<file path="config.mk">
export PLATFORM = sky130hd
export DESIGN_NAME = cpu_pc_seq
export DESIGN_NICKNAME = d
export VERILOG_FILES = /design/src/rtl/cpu_pc_pkg.sv /design/src/rtl/cpu_pc_target.sv /design/src/rtl/cpu_pc_seq.sv
export SDC_FILE = /design/constraint.sdc
export NUM_CORES = 1
export LEC_CHECK = 0
export CAP_MARGIN = 20
export CORE_ASPECT_RATIO = 1.4
export CORE_MARGIN = 5
export CORE_UTILIZATION = 49
export CTS_BUF_LIST = sky130_fd_sc_hd__clkbuf_16
export CTS_CLUSTER_DIAMETER = 40
export DETAILED_ROUTE_END_ITERATION = 10
export PLACE_DENSITY_LB_ADDON = 0.3
export SLEW_MARGIN = 20
export SYNTH_ARGS = -nofsm -noshare
export SYNTH_HDL_FRONTEND = slang
export SYNTH_SLANG_ARGS = --single-unit
</file>
<file path="constraint.sdc">
create_clock -name clk -period 2.6 [get_ports clk]
set_input_delay 0.52 -clock clk [delete_from_list [all_inputs] [get_ports clk]]
set_output_delay 0.52 -clock clk [all_outputs]
set_load 0.03 [all_outputs]
</file>
<file path="src/rtl/cpu_pc_pkg.sv">
// Shared definitions for the program-counter sequencer: redirect-select
// encodings, sequencer state encoding and default vector constants.
package cpu_pc_pkg;

  // Redirect select encodings (110/111 behave as sequential)
  localparam logic [2:0] PC_SEQ   = 3'b000;
  localparam logic [2:0] PC_BR    = 3'b001;
  localparam logic [2:0] PC_J     = 3'b010;
  localparam logic [2:0] PC_JR    = 3'b011;
  localparam logic [2:0] PC_ILLOP = 3'b100;
  localparam logic [2:0] PC_XADR  = 3'b101;

  // Sequencer states
  localparam logic [0:0] RUN  = 1'b0;
  localparam logic [0:0] HOLD = 1'b1;

  // Default geometry and vectors
  localparam int          DEF_ADDR_W    = 32;
  localparam int          DEF_JT_W      = 26;
  localparam logic [31:0] DEF_RESET_VEC = 32'h8000_0000;
  localparam logic [31:0] DEF_ILLOP_VEC = 32'h8000_0004;
  localparam logic [31:0] DEF_XADR_VEC  = 32'h8000_0008;

  // True for selects that actually redirect the fetch stream
  function automatic logic is_redirect(input logic [2:0] sel);
    return (sel != PC_SEQ) && (sel <= PC_XADR);
  endfunction

endpackage

</file>
<file path="src/rtl/cpu_pc_target.sv">
// Combinational next-PC target mux with kernel-bit protection.
// Optional macro PC_MISALIGN_TRAP_EN: a misaligned jr traps to the
// exception vector instead of being silently aligned.
module cpu_pc_target
  import cpu_pc_pkg::*;
#(
  parameter int                ADDR_W    = DEF_ADDR_W,
  parameter int                JT_W      = DEF_JT_W,
  parameter logic [ADDR_W-1:0] ILLOP_VEC = ADDR_W'(DEF_ILLOP_VEC),
  parameter logic [ADDR_W-1:0] XADR_VEC  = ADDR_W'(DEF_XADR_VEC)
) (
  input  logic [2:0]        PCSrc,
  input  logic              ALUOut,
  input  logic [JT_W-1:0]   JT,
  input  logic [ADDR_W-1:0] ConBA,
  input  logic [ADDR_W-1:0] DatabusA,
  input  logic [ADDR_W-1:0] pcp4,
  input  logic              kernel,
  output logic [ADDR_W-1:0] target,
  output logic              load_epc
`ifdef PC_MISALIGN_TRAP_EN
  ,
  output logic              misalign
`endif
);

  // Select the redirect target; jumps from user code may not set the kernel bit
  always_comb begin
    target   = pcp4;
    load_epc = 1'b0;
`ifdef PC_MISALIGN_TRAP_EN
    misalign = 1'b0;
`endif
    case (PCSrc)
      PC_BR: begin
        if (ALUOut) target = ConBA;
      end
      PC_J: begin
        target = {pcp4[ADDR_W-1:28], 28'({JT, 2'b00})};
        if (!kernel) target[ADDR_W-1] = 1'b0;
      end
      PC_JR: begin
`ifdef PC_MISALIGN_TRAP_EN
        if (DatabusA[1:0] != 2'b00) begin
          // The trap is an exception entry, so it is exempt from protection
          target   = XADR_VEC;
          load_epc = 1'b1;
          misalign = 1'b1;
        end else begin
          target = DatabusA;
          if (!kernel) target[ADDR_W-1] = 1'b0;
        end
`else
        target = DatabusA & ~ADDR_W'(3);
        if (!kernel) target[ADDR_W-1] = 1'b0;
`endif
      end
      PC_ILLOP: begin
        target   = ILLOP_VEC;
        load_epc = 1'b1;
      end
      PC_XADR: begin
        target   = XADR_VEC;
        load_epc = 1'b1;
      end
      default: ;
    endcase
  end

endmodule

</file>
<file path="src/rtl/cpu_pc_seq.sv">
// Program-counter sequencer at the head of fetch: stall hold, one-entry
// pending-redirect buffer, latched interrupt entry with EPC capture and
// kernel-bit protection.
// Optional macro PC_MISALIGN_TRAP_EN adds the misaligned-jr trap and the
// one-cycle misalign output.
module cpu_pc_seq
  import cpu_pc_pkg::*;
#(
  parameter int                ADDR_W    = DEF_ADDR_W,
  parameter logic [ADDR_W-1:0] RESET_VEC = ADDR_W'(DEF_RESET_VEC),
  parameter logic [ADDR_W-1:0] ILLOP_VEC = ADDR_W'(DEF_ILLOP_VEC),
  parameter logic [ADDR_W-1:0] XADR_VEC  = ADDR_W'(DEF_XADR_VEC),
  parameter int                JT_W      = DEF_JT_W
) (
  input  logic              clk,
  input  logic              reset,
  input  logic [2:0]        PCSrc,
  input  logic              ALUOut,
  input  logic [JT_W-1:0]   JT,
  input  logic [ADDR_W-1:0] ConBA,
  input  logic [ADDR_W-1:0] DatabusA,
  input  logic              stall,
  input  logic              irq,
  output logic [ADDR_W-1:0] PC,
  output logic [ADDR_W-1:0] EPC,
  output logic              redirect_pend
`ifdef PC_MISALIGN_TRAP_EN
  ,
  output logic              misalign
`endif
);

  if (ADDR_W < 30) begin : g_width_check
    $error("cpu_pc_seq: ADDR_W must be at least 30");
  end

  logic [ADDR_W-1:0] pc_reg, pc_next;
  logic [ADDR_W-1:0] epc_reg, epc_next;
  logic [ADDR_W-1:0] pend_reg, pend_next;
  logic              pend_epc_reg, pend_epc_next;
  logic [0:0]        state_reg, state_next;
  logic              irq_lat_reg, irq_lat_next;

  logic [ADDR_W-1:0] pcp4;
  logic              kernel;
  logic              irq_pend;
  logic [ADDR_W-1:0] tgt;
  logic              tgt_ld;
`ifdef PC_MISALIGN_TRAP_EN
  logic              tgt_mis;
  logic              pend_mis_reg, pend_mis_next;
  logic              mis_reg, mis_next;
`endif

  assign pcp4   = pc_reg + ADDR_W'(4);
  assign kernel = pc_reg[ADDR_W-1];
  // A request arriving this cycle counts as well as one latched earlier
  assign irq_pend = irq | irq_lat_reg;

  cpu_pc_target #(
    .ADDR_W    (ADDR_W),
    .JT_W      (JT_W),
    .ILLOP_VEC (ILLOP_VEC),
    .XADR_VEC  (XADR_VEC)
  ) u_target (
    .PCSrc    (PCSrc),
    .ALUOut   (ALUOut),
    .JT       (JT),
    .ConBA    (ConBA),
    .DatabusA (DatabusA),
    .pcp4     (pcp4),
    .kernel   (kernel),
    .target   (tgt),
    .load_epc (tgt_ld)
`ifdef PC_MISALIGN_TRAP_EN
    ,
    .misalign (tgt_mis)
`endif
  );

  // Next-state: release buffered redirect, buffer under stall, take irq, or follow target
  always_comb begin
    pc_next       = pc_reg;
    epc_next      = epc_reg;
    pend_next     = pend_reg;
    pend_epc_next = pend_epc_reg;
    state_next    = state_reg;
    irq_lat_next  = irq_pend;
`ifdef PC_MISALIGN_TRAP_EN
    pend_mis_next = pend_mis_reg;
    mis_next      = 1'b0;
`endif
    if (state_reg == HOLD) begin
      if (!stall) begin
        // Buffered redirect wins; this cycle's PCSrc is ignored
        pc_next    = pend_reg;
        state_next = RUN;
        if (pend_epc_reg) epc_next = pcp4;
`ifdef PC_MISALIGN_TRAP_EN
        mis_next = pend_mis_reg;
`endif
      end else if (is_redirect(PCSrc)) begin
        // Youngest redirect replaces the buffered one
        pend_next     = tgt;
        pend_epc_next = tgt_ld;
`ifdef PC_MISALIGN_TRAP_EN
        pend_mis_next = tgt_mis;
`endif
      end
    end else if (stall) begin
      if (is_redirect(PCSrc)) begin
        pend_next     = tgt;
        pend_epc_next = tgt_ld;
        state_next    = HOLD;
`ifdef PC_MISALIGN_TRAP_EN
        pend_mis_next = tgt_mis;
`endif
      end
    end else if (irq_pend && !kernel) begin
      // Interrupt entry discards any redirect presented in the same cycle
      pc_next      = ILLOP_VEC;
      epc_next     = pcp4;
      irq_lat_next = 1'b0;
    end else begin
      pc_next = tgt;
      if (tgt_ld) epc_next = pcp4;
`ifdef PC_MISALIGN_TRAP_EN
      mis_next = tgt_mis;
`endif
    end
  end

  // State registers; reset drops any buffered redirect and latched irq
  always_ff @(posedge clk or negedge reset) begin
    if (!reset) begin
      pc_reg       <= RESET_VEC;
      epc_reg      <= '0;
      pend_reg     <= '0;
      pend_epc_reg <= 1'b0;
      state_reg    <= RUN;
      irq_lat_reg  <= 1'b0;
`ifdef PC_MISALIGN_TRAP_EN
      pend_mis_reg <= 1'b0;
      mis_reg      <= 1'b0;
`endif
    end else begin
      pc_reg       <= pc_next;
      epc_reg      <= epc_next;
      pend_reg     <= pend_next;
      pend_epc_reg <= pend_epc_next;
      state_reg    <= state_next;
      irq_lat_reg  <= irq_lat_next;
`ifdef PC_MISALIGN_TRAP_EN
      pend_mis_reg <= pend_mis_next;
      mis_reg      <= mis_next;
`endif
    end
  end

  assign PC            = pc_reg;
  assign EPC           = epc_reg;
  assign redirect_pend = (state_reg == HOLD);
`ifdef PC_MISALIGN_TRAP_EN
  assign misalign      = mis_reg;
`endif

endmodule

</file>
==> flow_summary.json <==
{
  "synth-simple-area-share_pct": 20.1,
  "clockBufferDepth": 2,
  "synth_nets": 789,
  "synthAdderAreaFrac_pct": 0.213,
  "syn_avg_cell_area_um2": 8.52,
  "yosysMostFrequentCell": "nand2_1",
  "cp-start-kind": "flip-flop",
  "synth_top_family_by_area": "compound AO/OA/AOI/OAI gates",
  "p_sw_w": 0.00216,
  "ant_nets": 0,
  "ys.flop_type": "dfrtp_1",
  "drt-total-wl_um": 21300,
  "slew_headroom_pct": 59.2,
  "ys_ff_latch": 99,
  "p_leak_nw": 3.43,
  "start_util_pct": 49.7,
  "synthArstFlopShare_pct": 100,
  "yosys.area.top_type_share_pct": 41.7,
  "p_comb_share_pct": 40.0,
  "hpwl_um": 16200,
  "finalHoldViolations": 0,
  "multiInputGateArea_mm2": 0.00316,
  "htree_levels": 3,
  "ys_seq_area_share_pct": 42.2,
  "antenna_found_initial": 0,
  "finalCriticalPeriod_ns": 2.39,
  "dieWidth_um": 103,
  "fin_ws_ns": 0.212,
  "tightest_slew_ns": 0.606,
  "io_buffers": 160,
  "powerDensity_mw_per_mm2": 701,
  "synth_area_mm2": 0.00588,
  "vias": 6361,
  "setup_viol_count_final": 0,
  "place_congestion": 0.953,
  "crit_buf_inv": 0,
  "cts-root-buf": "clkbuf_16",
  "yosys.area.top_type": "dfrtp_1",
  "clkPwrFrac_pct": 22.5,
  "area_growth_pct": 40.3,
  "finalCritPeriodShare_pct": 91.9,
  "postCtsSetupBuffers": 0,
  "cts_hold_buf": 0,
  "vias_per_cell": 6.23,
  "clock_sinks": 99,
  "grt_pass1_vias": 6520,
  "fin_tns_setup_ns": 0,
  "muxShareOfSynthArea_pct": 7.35,
  "rsz0062_at_grt": "false",
  "synth-edff-count": 0,
  "synth_compound_area_share_pct": 21.9,
  "intPower_w": 0.00362,
  "diodes": 0,
  "ir_worst_vdd_uv": 483,
  "yosys_warnings": 0,
  "synth_top_cells_by_count": "nand2_1 (117), o21ai_0 (100), dfrtp_1 (98)",
  "die_h_um": 140,
  "grt_usage_pct": 30.1,
  "critPathKind": "flip-flop to flip-flop",
  "path_clk_slew_ns": 0.07,
  "crit_fanout": 5,
  "cts_tree": "built",
  "finClkSkew_ns": 0.00658,
  "rows": 47,
  "cts_resized": 0,
  "syn_inst": 690,
  "cp_slowest_stage_delay_ns": 0.61,
  "seqPwrFrac_pct": 37.5,
  "synthXorXnorAreaFrac_pct": 3.88,
  "arrival_ns": 2.61,
  "grt.overflow.total": 0,
  "wl_per_cell_um": 20.9,
  "worst_ep_required_time_ns": 2.82,
  "drv_cap": 0,
  "swShare_pct": 37.3,
  "critPathSlowestCell": "or4_4",
  "dpl_worst_slack_ns": -0.0222,
  "crit_path_end_kind": "flip-flop",
  "firstDrtPassIters": 7,
  "insertion_delay_ns": 0.35,
  "drc": 0,
  "status": "complete, no violations",
  "fmax_mhz": 419,
  "seqCellArea_mm2": 0.00248,
  "synth_area_leaders": "dfrtp_1 (42%), o21ai_0 (8.5%), nand2_1 (7.5%)",
  "nFillCells": 953,
  "drv_slew": 0,
  "dieArea_mm2": 0.0143,
  "grt_max_degree": 56,
  "grt_pass1_wl_um": 33500,
  "hp-class": "primary input to async pin",
  "nNetsFinal": 970,
  "cts_buffers": 9,
  "drive_above_1_share_pct": 12.9,
  "cp_cell_sequence": "ha_1 -> nand4_1 -> or4_4 -> o21ai_0 -> nand3_1 -> a31oi_1 -> o221ai_1",
  "synthDistinctLibCells": 60,
  "cp_top_family": "simple AND/OR/NAND/NOR gates",
  "num_io_pins": 163,
  "core_area_mm2": 0.0118,
  "drtIter0Drc": 558
}
[metrics by stage]
stage / total power, W / util [%] / hold slack [ns] / std cells / area [um^2]
2_1_floorplan: 0.00336 / - / 0.224 / 690 / 5880
3_3_place_gp: 0.00442 / 67.4 / 0.455 / 1007 / 7970
3_5_place_dp: 0.00448 / 67.4 / 0.463 / 1007 / 7970
4_1_cts: 0.00577 / 69.7 / 0.101 / 1021 / 8240
5_1_grt: 0.00603 / 69.7 / 0.117 / 1021 / 8240
6_report: 0.00578 / 69.7 / 0.0875 / 1021 / 8240
[layout by cell type, fill, tap and decap left out, types with 15 or more instances in the layout]
cell type and instances:
a21oi_1 31, buf_4 59, clkdlybuf4s50_1 158, dfrtp_1 98, mux2_2 25, mux2i_1 15, nand2_1 117, nand3_1 24
nor2_1 51, o21ai_0 100, o221ai_1 15, xnor2_1 17
[power groups by stage]
stage | Combinational (W) | Sequential [W] | Clock [W]
floorplan | 0.000724 | 0.00264 | 0
global placement | 0.00225 | 0.00216 | 0
detailed placement | 0.00230 | 0.00219 | 0
CTS | 0.00231 | 0.00216 | 0.00130
global route | 0.00245 | 0.00221 | 0.00137
finish | 0.00231 | 0.00217 | 0.00130
[kinds of logic (layout without fill, tap and decap cells)]
kind of cell	after synthesis	count (layout)
and+or+nand+nor	255	255
AOI/OAI and AO/OA	207	207
DFF	99	99
buffers and inverters	62	246
muxes	40	40
xor gates and xnor gates	26	26
adders and majority gates	1	1
[metal layers]
layer	routed length [um]	global-route usage [%]	up-vias
li1	-	-	2847
met1	7890	37.0	3037
met2	10600	50.0	396
met3	1950	6.01	81
met4	939	13.5	0
met5	0	0	-
[worst register-to-register path: cells and delay by family, from the launching register on]
kind	cells	cell delay, ns
AND/OR/NAND/NOR	3	1.04
AO/OA/AOI/OAI	3	0.68
flip-flops	1	0.36
adder cells (fa/ha/maj)	1	0.18
[final cells by class]
class,instances,area share [%]
sequential,99,30.1
clock inverter,5,0.592
timing repair buffer,222,25.6
inverter,10,0.455
tap,147,2.23
clock buffer,9,2.73
multi-input combinational,529,38.3
[final timing paths]
path | depth (start not counted) | slack, ns | end | startpoint
setup reg to reg | 7 | 0.21 | PC[22] | PC[3]
setup / recovery | 7 | 0.21 | PC[22] | PC[3]
max in group asynchronous | 2 | 1.85 | PC[31] | reset
min in group clk | 2 | 0.48 | pend_reg[12] | pend_reg[12]
hold reg to reg | 2 | 0.48 | pend_reg[12] | pend_reg[12]
hold / removal | 1 | 0.09 | EPC[1] | reset
(Power assumes the default switching activity.)
